[config.mk]
export PLATFORM = sky130hd
export DESIGN_NAME = mux_word_serializer
export DESIGN_NICKNAME = d
export VERILOG_FILES = /design/src/rtl/mux_word_serializer.sv
export SDC_FILE = /design/constraint.sdc
export NUM_CORES = 1
export LEC_CHECK = 0
export ABC_AREA = 1
export BUFFER_PORTS_ARGS = -buffer_cell sky130_fd_sc_hd__buf_2
export CAP_MARGIN = 0
export CORE_MARGIN = 2
export CORE_UTILIZATION = 50
export DETAILED_ROUTE_END_ITERATION = 8
export GPL_ROUTABILITY_DRIVEN = 0
export PLACE_DENSITY = 0.8
export SKIP_CTS_REPAIR_TIMING = 1
export SLEW_MARGIN = 40
export SYNTH_ARGS = -nofsm -noshare
export SYNTH_HDL_FRONTEND = slang
export SYNTH_SLANG_ARGS = --single-unit
[constraint.sdc]
create_clock -name clk -period 2.1 [get_ports clk]
set_clock_uncertainty 0.2 [all_clocks]
set_input_delay 0.42 -clock clk [delete_from_list [all_inputs] [get_ports clk]]
set_output_delay 0.42 -clock clk [all_outputs]
set_load 0.005 [all_outputs]
[src/rtl/mux_word_serializer.sv]
// mux_word_serializer
// Sequencer in front of an external mux_8to1. It accepts a byte on a
// valid/ready handshake and holds it on the mux data inputs. It then steps
// the mux select through all eight positions and hands each mux output bit
// downstream as a serial stream with valid/ready/last.
// Setting GAP (0..15) inserts that many idle cycles after every accepted bit.
// The last bit's gap is also honoured before the next word can load.
`timescale 1ns/1ps

module mux_word_serializer #(
    parameter bit          MSB_FIRST = 1'b0,
    parameter int unsigned GAP       = 0
) (
    input  logic       clk,
    input  logic       rst_n,
    input  logic [7:0] in_data,
    input  logic       in_valid,
    output logic       in_ready,
    output logic [7:0] mux_in,
    output logic [2:0] mux_sel,
    input  logic       mux_out,
    output logic       ser_bit,
    output logic       ser_valid,
    input  logic       ser_ready,
    output logic       ser_last,
    output logic       busy
);

    typedef enum logic [1:0] {
        ST_IDLE  = 2'd0,
        ST_SHIFT = 2'd1,
        ST_GAP   = 2'd2
    } state_t;

    // First select position of every word, and the direction it walks from there.
    localparam logic [2:0] SEL_START = MSB_FIRST ? 3'd7 : 3'd0;
    localparam bit         HAS_GAP   = (GAP > 0);
    // The gap counter runs 0..GAP_LAST, so it gives exactly GAP idle cycles.
    localparam logic [3:0] GAP_LAST  = HAS_GAP ? 4'(GAP - 1) : 4'd0;

    state_t     state_reg,   state_next;
    logic [7:0] mux_in_reg,  mux_in_next;
    logic [2:0] mux_sel_reg, mux_sel_next;
    // The bit counter reaches 8 once the last bit of a word has been taken.
    // A GAP state can then tell whether any bits remain.
    logic [3:0] bit_cnt_reg, bit_cnt_next;
    logic [3:0] gap_cnt_reg, gap_cnt_next;

    logic [2:0] sel_step;
    logic       last_bit;

    assign sel_step = MSB_FIRST ? (mux_sel_reg - 3'd1) : (mux_sel_reg + 3'd1);
    assign last_bit = (bit_cnt_reg == 4'd7);

    // State and datapath registers; an asynchronous reset abandons any word in flight.
    always_ff @(posedge clk or negedge rst_n) begin
        if (!rst_n) begin
            state_reg   <= ST_IDLE;
            mux_in_reg  <= 8'h00;
            mux_sel_reg <= SEL_START;
            bit_cnt_reg <= 4'd0;
            gap_cnt_reg <= 4'd0;
        end else begin
            state_reg   <= state_next;
            mux_in_reg  <= mux_in_next;
            mux_sel_reg <= mux_sel_next;
            bit_cnt_reg <= bit_cnt_next;
            gap_cnt_reg <= gap_cnt_next;
        end
    end

    // Next-state, handshake outputs and datapath updates.
    // mux_in and mux_sel are left alone while a bit waits for ser_ready,
    // so ser_bit holds steady.
    always_comb begin
        state_next   = state_reg;
        mux_in_next  = mux_in_reg;
        mux_sel_next = mux_sel_reg;
        bit_cnt_next = bit_cnt_reg;
        gap_cnt_next = gap_cnt_reg;
        in_ready     = 1'b0;
        ser_valid    = 1'b0;
        ser_last     = 1'b0;

        case (state_reg)
            ST_IDLE: begin
                in_ready = 1'b1;
                if (in_valid) begin
                    mux_in_next  = in_data;
                    mux_sel_next = SEL_START;
                    bit_cnt_next = 4'd0;
                    state_next   = ST_SHIFT;
                end
            end

            ST_SHIFT: begin
                ser_valid = 1'b1;
                ser_last  = last_bit;
                if (ser_ready) begin
                    if (!last_bit) begin
                        mux_sel_next = sel_step;
                        bit_cnt_next = bit_cnt_reg + 4'd1;
                        if (HAS_GAP) begin
                            gap_cnt_next = 4'd0;
                            state_next   = ST_GAP;
                        end
                    end else if (HAS_GAP) begin
                        bit_cnt_next = 4'd8;
                        gap_cnt_next = 4'd0;
                        state_next   = ST_GAP;
                    end else begin
                        // Without a gap the next word may load in the
                        // same cycle as the last bit, with no bubble.
                        in_ready = 1'b1;
                        if (in_valid) begin
                            mux_in_next  = in_data;
                            mux_sel_next = SEL_START;
                            bit_cnt_next = 4'd0;
                        end else begin
                            state_next = ST_IDLE;
                        end
                    end
                end
            end

            ST_GAP: begin
                if (gap_cnt_reg == GAP_LAST) begin
                    state_next = (bit_cnt_reg == 4'd8) ? ST_IDLE : ST_SHIFT;
                end else begin
                    gap_cnt_next = gap_cnt_reg + 4'd1;
                end
            end

            default: begin
                state_next = ST_IDLE;
            end
        endcase
    end

    assign mux_in  = mux_in_reg;
    assign mux_sel = mux_sel_reg;
    assign ser_bit = mux_out;
    assign busy    = (state_reg != ST_IDLE);

endmodule

======== Yosys cells after proc, flatten, opt, wreduce, memory -nomap -nowiden ========
Cells that the tools add are included.
cells by class
  add/subtract/negate cells ............... 3
  equality and inequality tests ........... 9
  multiplexer cells ....................... 24
  bitwise logic cells ..................... 1
  reductions and logical operators ........ 8
operators by type and width
  operator               number
  $mux W8                3
  $pmux W8 S2            1
  $mux W4                3
  $mux W2                5
  $ne A2 B2 Y1 const B   5
  $mux W3                3
  $add A4 B1 Y4 const B  2
  $pmux W4 S2            1
  $pmux W2 S3            1
  $pmux W3 S2            1
  $mux W1                5
  $reduce_and A5 Y1      1
  $eq A4 B3 Y1 const B   1
  $eq A4 B4 Y1 const B   1
  $logic_not A4 Y1       1
  $reduce_and A2 Y1      2
  $reduce_bool A2 Y1     2
  $add A3 B1 Y3 const B  1
  $reduce_and A3 Y1      1
  $eq A2 B1 Y1 const B   1
  $eq A2 B2 Y1 const B   1
  $logic_not A2 Y1       1
  $pmux W1 S2            1
  $not A1 Y1             1
storage, ports and cells
  flip-flop bits (word level) ............. 21
  input port bits ......................... 13
  output and inout port bits .............. 16
  logic and storage cells ................. 50

======== Depth between registers and ports, before layout ========
Gate-level depths: netlist (run 1).
  word-level depth ........................ 4
  gate-level depth with buffers ........... 7
  depth with buffers taken out ............ 7

======== Worst setup path before layout (run 1) ========
OpenSTA, ideal clock, no wires.
  kind .................................... register -> output
  from .................................... register bit_cnt_reg[0]
  to ...................................... output in_ready
  arrival ................................. 900 ps
  required time ........................... 1,480 ps
  path slack .............................. 580 ps
  stages on the path, launching flop included .. 4
  buffers on the path ..................... 0
  cell sequence ........................... dfrtp_1 > ha_1 > nand3_4 > o21ai_4
between the ends
  longest elaborated chain between the ends .. 4
ends and longest elaborated chain
  item                      RTL line  source
  start: declaration        46        logic [3:0] bit_cnt_reg, bit_cnt_next;
  start signal: assignment  67        bit_cnt_reg <= bit_cnt_next;
  $eq A4 B3 Y1              53        assign last_bit = (bit_cnt_reg == 4'd7);
  $mux W1                   100       if (!last_bit) begin
  $mux W1                   99        if (ser_ready) begin
  $pmux W1 S2               85        case (state_reg)
  end: declaration          18        output logic in_ready,
No other way between the ends.

======== Worst setup path in the final report (run 1) ========
  from .................................... register bit_cnt_reg[1]
  to ...................................... output in_ready
Same word-level chain as after synthesis.

==> key figures, run 1 <==
Outcome
  • Run status: finished clean

Timing
  • Slew HR: 0.755
  • RSZ-0062 raised after global routing: no
  • Fin Setup TNS: 0 ns
  • Least-Margin Pin Slew: about 0.37 ns
  • Fmax: roughly 500 MHz
  • Pins Over Slew Limit: 0
  • Final Cycle Share: 0.946
  • Final hold violations: 0
  • Setup violations, final: 0
  • Post-route setup slack: 0.114 ns
  • Final Critical Period: approximately 2.0 ns
  • Hold WS: 0.161 ns

Route
  • Final wirelength: between 1000 and 1500 µm
  • Vias per inst: 4.90
  • Routed Antenna Nets: 0
  • Drt wl/cell: 10.9 µm
  • Vias: about 670
  • Drt pass-1 iters: 4
  • Initial DRC Count: 10
  • Drc violations: 0

Global route
  • Vias in the first global route: 593
  • Pin count of the biggest net entering global routing: 17
  • Met3 usage in global routing: 0.0776
  • First-pass GRT wire length: between 2000 and 2500 µm
  • GRT met2 Usage: 0.279
  • GRT Residual Overflow: 0
  • Initial antenna violation count: 0
  • Most used routing layer: met2
  • Total global-route track usage: 0.174
  • Met1 usage: 0.219

Floorplanning
  • Ports: 29
  • Core area: around 1500 µm²
  • Row cnt: 14
  • Die span in x: 44.1 µm
  • Starting Density: 0.533
  • Die ar.: 1940 µm²
  • Die span in y: 44.1 µm

Logic synthesis
  • Syn_nets: 109
  • Post-synthesis sequential area ratio: 0.498
  • Seq cells post-synth: 16
  • Synth Area per Inst: 8.55 µm²
  • Warning count from the yosys run: 0
  • Mapped Cells: 94
  • Netlist cell types: 20
  • Area of the mapped netlist: 803 µm²

Clocking
  • Clk_lat worst skew: 0.28 ns
  • CTS H-tree lvls: 1
  • Root buf cell: clkbuf_4
  • CTS buffer count: 3
  • CTS Buffer Depth: 2
  • Clk sink count: 16
  • CTS tree: done
  • Reg clk slew, reported paths: roughly 0.090 ns

Hold path
  • Hold path cells: 3
  • Worst Hold Class: input pin to flip-flop
  • Min-Delay Endpoint: mux_in[3]
  • Worst hold path startpoint: in_data[3]

Final layout
  • Design area: 971 µm²
  • Multi-input logic area: between 300 and 400 µm²
  • Max FFs per register: 8
  • Fill cells: 135
  • ANT cells: 0
  • NumNets Final: 137
  • Share of cells above drive strength 1: 0.306
  • Storage cell area: 400 µm²
  • Area Growth Syn to Fin: 20.9%

Worst setup path
  • Critical Setup Path Class: flip-flop to output pin
  • Critical Path Source Type: flip-flop
  • CP bufs+invs: 1
  • WP data required: around 1.5 ns
  • Data arrival, critical path: 1.37 ns
  • Worst reg-to-reg path cell count: 6
  • Worst r2r src: bit_cnt_reg[1]
  • Slowest CP cell: dfrtp_1
  • CP Capture Type: output pin
  • Crit-path cells: ha_2, nand3_4, o21ai_4, buf_2
  • CP top delay family: flip-flops
  • Reg2Reg Capture Point: mux_in[2]
  • CP max stage delay: 0.39 ns
  • CP max FO: 6
  • Worst R2R Setup Slack: 0.55 ns

Flow run
  • Max Cap Violations: 0

Placement
  • DP Wirelength: approximately 1100 µm
  • I/O Buffers: 26
  • Pre-CTS WS: 0.331 ns
  • Placed Area: ~910 µm²

Power
  • PD cells: between 1000 and 1500 nW/µm²
  • Leakage: 0.571 nW
  • Pwr Total: 1.32 mW
  • VDD IR max: roughly 0.78 mV
[worst min-delay path: cells and delay by family]
family | cells | cell delay, ns
simple gates | 2 | 0.12
buf+inv | 1 | 0.07
[Yosys cell counts]
cell     number  area [µm²]
o21ai_0       3        15.0
nand3_2       1        10.0
xor2_1        1        8.76
nand2_2       1        6.26
nand2_1      27         101
nand4_1       2        12.5
o22ai_1       2        12.5
nand3_4       1        17.5
inv_2         1        3.75
inv_1        10        37.5
o21a_1        1        7.51
buf_4         3        22.5
dfrtp_1      16         400
o21ai_4       1        16.3
buf_6         1        11.3
nor2_1        8        30.0
buf_2         1        5.00
ha_1          2        25.0
nand3_1      11        55.1
a21oi_1       1        5.00
[area by class of cell]
cell class / count / area share
Timing Repair Buffer: 28 / 0.152
Inverter: 11 / 0.0425
Sequential cell: 16 / 0.412
Multi-Input combinational cell: 62 / 0.335
Clock buffer: 4 / 0.0374
Tap cell: 16 / 0.0206
[per-stage QoR]
step / utilization / instances
final: 0.645 / 137
after global routing: 0.645 / 137
after global placement: 0.607 / 131
after detailed placement: 0.607 / 131
after CTS: 0.631 / 135
after floorplan: - / 94
[worst max path at each step]
| stage | end | depth (start not counted) | start |
|---|---|---|---|
| after floorplan | in_ready | 3 | bit_cnt_reg[0] |
| after global placement | in_ready | 4 | bit_cnt_reg[0] |
| after detailed placement | in_ready | 4 | bit_cnt_reg[0] |
| after CTS | in_ready | 4 | bit_cnt_reg[0] |
| after global routing | in_ready | 4 | bit_cnt_reg[0] |
| final | in_ready | 4 | bit_cnt_reg[1] |
[placed cells by master, fill, tap and decap left out, drive strengths merged]
cell type    Yosys  routed
dfrtp           16      16
o22ai            2       2
ha               2       2
nor2             8       8
buf              5      27
nand4            2       2
nand2           28      28
clkbuf           0       4
xor2             1       1
dlygate4sd3      0       1
o21a             1       1
o21ai            4       4
nand3           13      13
inv             11      11
a21oi            1       1
[per-layer routing]
| layer | vias up | routed length (µm) |
|---|---|---|
| li1 | 351 | - |
| met1 | 304 | 680 |
| met2 | 16 | 733 |
| met3 | 0 | 75 |
| met4 | 0 | 0 |
| met5 | - | 0 |
[cell families (layout without fill, tap and decap cells)]
family | count (synthesis) | in the layout | share of synthesized area
XOR/XNOR | 1 | 1 | 0.0109
flip-flops | 16 | 16 | 0.498
AO/OA/AOI/OAI | 8 | 8 | 0.0701
AND/OR/NAND/NOR | 51 | 51 | 0.290
adder cells (fa/ha/maj) | 2 | 2 | 0.0311
buffers and inverters | 16 | 43 | 0.0997
[power by group]
part	switching, mW	internal [mW]
Clock	0.0893	0.105
Sequential	0.0989	0.447
Combinational	0.313	0.266
Total	0.502	0.819
(Power assumes the default switching activity.)
==> run 2: changes to the inputs <==
BUFFER_PORTS_ARGS = -buffer_cell sky130_fd_sc_hd__clkbuf_2   (was -buffer_cell sky130_fd_sc_hd__buf_2)
==> key figures, run 2 (synthesis gave the netlist of run 1 again) <==
Placement
  • Pre-CTS WS: 0.310 ns
  • DP Wirelength: 1140 µm
  • I/O Buffers: 26
  • Placed Area: slightly above 900 µm²

Power
  • VDD IR max: about 0.76 mV
  • PD cells: 1380 nW/µm²
  • Pwr Total: approximately 1.4 mW
  • Leakage: approximately 0.60 nW

Final layout
  • Fill cells: around 140
  • Most frequent cells in the layout: 27 x nand2_1, 26 x clkbuf_2, 16 x dfrtp_1
  • NumNets Final: around 140
  • Area Growth Syn to Fin: 26.0%
  • Commonest non-fill, non-tap cell in the layout: nand2_1
  • Share of cells above drive strength 1: 0.333
  • Design area: slightly above 1000 µm²
  • Multi-input logic area: 335 µm²
  • ANT cells: 0
  • Storage cell area: around 400 µm²
  • Max FFs per register: 8

Floorplanning
  • Die ar.: approximately 1900 µm²
  • Die span in x: 44.1 µm
  • Ports: 29
  • Core area: 1510 µm²
  • Starting Density: 0.533
  • Die span in y: 44.1 µm
  • Row cnt: 14

Worst setup path
  • Critical Setup Path Class: flip-flop to output pin
  • Critical Path Source Type: flip-flop
  • CP bufs+invs: 1
  • CP top delay family: flip-flops
  • WP data required: 1.48 ns
  • CP Depth: 4
  • Worst reg-to-reg path cell count: 7
  • CP Capture Type: output pin
  • Crit-path cells: ha_4, nand3_4, o21ai_4, clkbuf_2
  • Data arrival, critical path: roughly 1.4 ns
  • Slowest CP cell: dfrtp_1
  • CP max FO: 7
  • Worst R2R Setup Slack: 0.47 ns
  • CP max stage delay: 0.43 ns

Timing
  • Final Cycle Share: 0.940
  • Pins Over Slew Limit: 0
  • Final Critical Period: 1.98 ns
  • Post-route setup slack: 0.125 ns
  • RSZ-0062 raised after global routing: no
  • Final hold violations: 0
  • Fin Setup TNS: 0 ns
  • Slew HR: 0.739
  • Setup violations, final: 0
  • Fmax: 506 MHz
  • Least-Margin Pin Slew: 0.392 ns

Route
  • Drt pass-1 iters: 2
  • Initial DRC Count: 11
  • Vias: 706
  • Drc violations: 0
  • Final wirelength: 1630 µm
  • Vias per inst: 4.97
  • Drt wl/cell: between 10 and 15 µm
  • Routed Antenna Nets: 0

Global route
  • GRT Residual Overflow: 0
  • Most used routing layer: met2
  • Total global-route track usage: 0.187
  • GRT met2 Usage: 0.309
  • First-pass GRT wire length: 2550 µm
  • Initial antenna violation count: 0
  • Met1 usage: 0.219
  • Vias in the first global route: 596
  • Met3 usage in global routing: 0.0735
  • Pin count of the biggest net entering global routing: 17

Clocking
  • Clk sink count: 16
  • CTS tree: done
  • Reg clk slew, reported paths: 0.08 ns
  • CTS buffer count: 3
  • CTS Buffer Depth: 2
  • CTS H-tree lvls: 1
  • Clk_lat worst skew: 0.28 ns
  • Root buf cell: clkbuf_4

Outcome
  • Run status: finished clean

Hold path
  • Worst Hold Class: input pin to flip-flop
  • Hold path cells: 3

Flow run
  • Max Cap Violations: 0
-- run 2: cell count changes in the layout (fill, tap and decap cells not counted), sizes merged --
cell    previous run  this run
clkbuf             4        29
buf               27         7
-- run 2: power breakdown --
group          switching [mW]  internal, mW
Combinational           0.337         0.343
Sequential              0.115         0.448
Clock                  0.0869        0.0666
-- run 2: routing by layer --
metal / part of all wire / vias to the layer above
met4: 0.0055 / 0
met1: 0.42 / 326
li1: - / 363
met3: 0.056 / 2
met2: 0.51 / 15
met5: 0 / -
-- run 2: cell type report --
type,instances,area share
inverters,11,0.0408
well taps,16,0.0198
repair buffers,34,0.190
multi-input cells,62,0.331
flip-flops and latches,16,0.396
clock buffers,3,0.0222
-- run 2: through the flow --
step / hold WS (ns) / utilization / instances
finish: 0.163 / 0.672 / 142
floorplan: -0.0756 / - / 94
global route: 0.146 / 0.672 / 142
global placement: 0.162 / 0.607 / 131
detailed placement: 0.161 / 0.607 / 131
CTS: -0.153 / 0.622 / 134
-- run 2: path summary, 6_finish.rpt --
kind                                start         to
max in group asynchronous           rst_n  mux_in[7]
hold / removal                 in_data[0]  mux_in[0]
setup reg to reg           bit_cnt_reg[1]  mux_in[3]
hold reg to reg                 mux_in[0]  mux_in[0]
min in group asynchronous           rst_n  mux_in[3]
setup / recovery           bit_cnt_reg[1]   in_ready
-- run 2: worst register-to-register path: stages (launching register included) --
cell	delay, ns
dfrtp_1	0.43
ha_4	0.18
nand3_4	0.08
buf_4	0.15
nand2_2	0.06
nand3_2	0.21
nand2_1	0.16
nand2_1	0.07
==> run 3: changes to the inputs <==
ABC_AREA = not set   (was 1)
PLACE_DENSITY = 0.81   (was 0.8)
REMOVE_ABC_BUFFERS = 1   (was not set)
==> key figures, run 3 <==
Timing
  • Least-Margin Pin Slew: around 0.41 ns
  • Final Critical Period: 2.00 ns
  • Slew HR: 0.724
  • Fin Setup TNS: 0 ns
  • Fmax: 501 MHz
  • Pins Over Slew Limit: 0
  • Final hold violations: 0
  • Final Cycle Share: 0.951
  • Setup violations, final: 0
  • Post-route setup slack: 0.102 ns

Floorplanning
  • Starting Density: 0.532
  • Core area: approximately 1500 µm²
  • Die span in y: between 40 and 50 µm
  • Row cnt: 14
  • Ports: 29
  • Die ar.: approximately 1900 µm²
  • Die span in x: 43.8 µm

Clocking
  • CTS buffer count: 3
  • Root buf cell: clkbuf_4
  • Reg clk slew, reported paths: 0.09 ns
  • CTS H-tree lvls: 1
  • Clk_lat worst skew: 0.28 ns
  • Clk sink count: 16
  • CTS tree: done
  • CTS Buffer Depth: 2

Logic synthesis
  • Synth Area per Inst: 12.2 µm²
  • Ys flop type: dfrtp_1
  • Most frequent cell after synthesis: dfrtp_1
  • Most frequent cells after synthesis: 16 x dfrtp_1, 8 x mux2_2, 6 x nor2_1, 4 x and2_1, 3 x nand2_1
  • Warning count from the yosys run: 0
  • Synth top area cells: dfrtp_1 51%, mux2_2 11%, and2_1 3.2%
  • Post-synthesis sequential area ratio: 0.506
  • Post-synth EDFFs: 0
  • Top-area cell type share of the netlist area: 0.506
  • Netlist cell types: 27
  • Mapped Cells: 65
  • Async S/R FF share, synth: 1.00
  • Seq cells post-synth: 16
  • Area of the mapped netlist: ~800 µm²
  • Post-synth top area cell: dfrtp_1

Route
  • Initial DRC Count: 6
  • Vias: 632
  • Drt wl/cell: 14.0 µm
  • Drc violations: 0
  • Vias per inst: around 5.6
  • Final wirelength: 1570 µm
  • Routed Antenna Nets: 0
  • Drt pass-1 iters: 4

Final layout
  • Max FFs per register: 8
  • Commonest non-fill, non-tap cell in the layout: clkbuf_2
  • Area Growth Syn to Fin: 25.4%
  • ANT cells: 0
  • NumNets Final: 112
  • Fin cells: around 110
  • Most frequent cells in the layout: 26 x clkbuf_2, 16 x dfrtp_1, 8 x mux2_2
  • Fill cells: 124
  • Final Util: 0.667
  • Share of cells above drive strength 1: 0.469
  • Design area: 993 µm²

Global route
  • Initial antenna violation count: 0
  • First-pass GRT wire length: 2460 µm
  • Vias in the first global route: ~600
  • GRT Residual Overflow: 0
  • Pin count of the biggest net entering global routing: 17
  • Total global-route track usage: 0.174

Placement
  • Inst Count DP: ~100
  • DP Wirelength: 1100 µm
  • Pre-CTS WS: 0.247 ns
  • Placed Area: roughly 900 µm²
  • I/O Buffers: 26

Power
  • PD cells: 1320 nW/µm²
  • VDD IR max: 0.734 mV
  • Leakage: 0.513 nW

Flow run
  • Max Cap Violations: 0

Worst setup path
  • Worst R2R Setup Slack: roughly 0.25 ns
  • Data arrival, critical path: around 1.4 ns
  • CP Capture Type: output pin
  • Critical Path Source Type: flip-flop
  • Critical Setup Path Class: flip-flop to output pin
  • WP data required: 1.48 ns
  • CP max FO: 5

Hold path
  • Worst Hold Class: input pin to flip-flop

Outcome
  • Run status: finished clean
## run 3: metal layers
| metal | track usage | share of wire | vias to the layer above |
|---|---|---|---|
| met4 | 0.0545 | 0.0051 | 0 |
| met1 | 0.210 | 0.40 | 303 |
| met5 | 0 | 0 | - |
| met2 | 0.300 | 0.53 | 27 |
| met3 | 0.0458 | 0.071 | 2 |
| li1 | - | - | 300 |
## run 3: path summary, 6_finish.rpt
path                                startpoint      endpoint  cells after the start
max in group asynchronous                rst_n  state_reg[0]                      2
worst min register to register       mux_in[7]     mux_in[7]                      1
worst min-delay path                in_data[7]     mux_in[7]                      2
worst max-delay path            bit_cnt_reg[0]      ser_last                      4
min in group asynchronous                rst_n     mux_in[0]                      2
worst max register to register  bit_cnt_reg[0]     mux_in[6]                      4
## run 3: layout make-up
cell class	count	area, µm²	share of cell area
Inverter	1	3.75	0.00378
Clock buffer	4	36.3	0.0365
Timing Repair Buffer	30	163	0.164
Sequential cell	16	400	0.403
Multi-Input combinational cell	45	370	0.373
Tap cell	16	20.0	0.0202
## run 3: logic make-up (layout without fill, tap and decap cells)
kind of cell	count (synthesis)	in the layout	synth area share
and+or+nand+nor	20	20	0.147
DFF	16	16	0.506
AOI/OAI and AO/OA	14	14	0.160
muxes	9	9	0.126
buffers and inverters	4	35	0.0300
adders and majority gates	2	2	0.0316
## run 3: worst max-delay path, cell delays in order, from the launching register on
cell	delay, ns
dfrtp_1	0.42
ha_2	0.26
nand3b_1	0.17
nor2_1	0.13
clkbuf_2	0.12
## run 3: per-stage QoR
stage	power, mW	hold WS (ns)
after CTS	1.29	-0.152
after global routing	1.43	0.155
after floorplan	0.882	-0.0756
after global placement	1.06	0.156
final	1.31	0.163
after detailed placement	1.09	0.161
## run 3: power by group
group          internal [mW]  total [mW]  switching (mW)
clock network          0.105       0.202          0.0967
logic                  0.317       0.526           0.209
registers              0.452       0.580           0.128
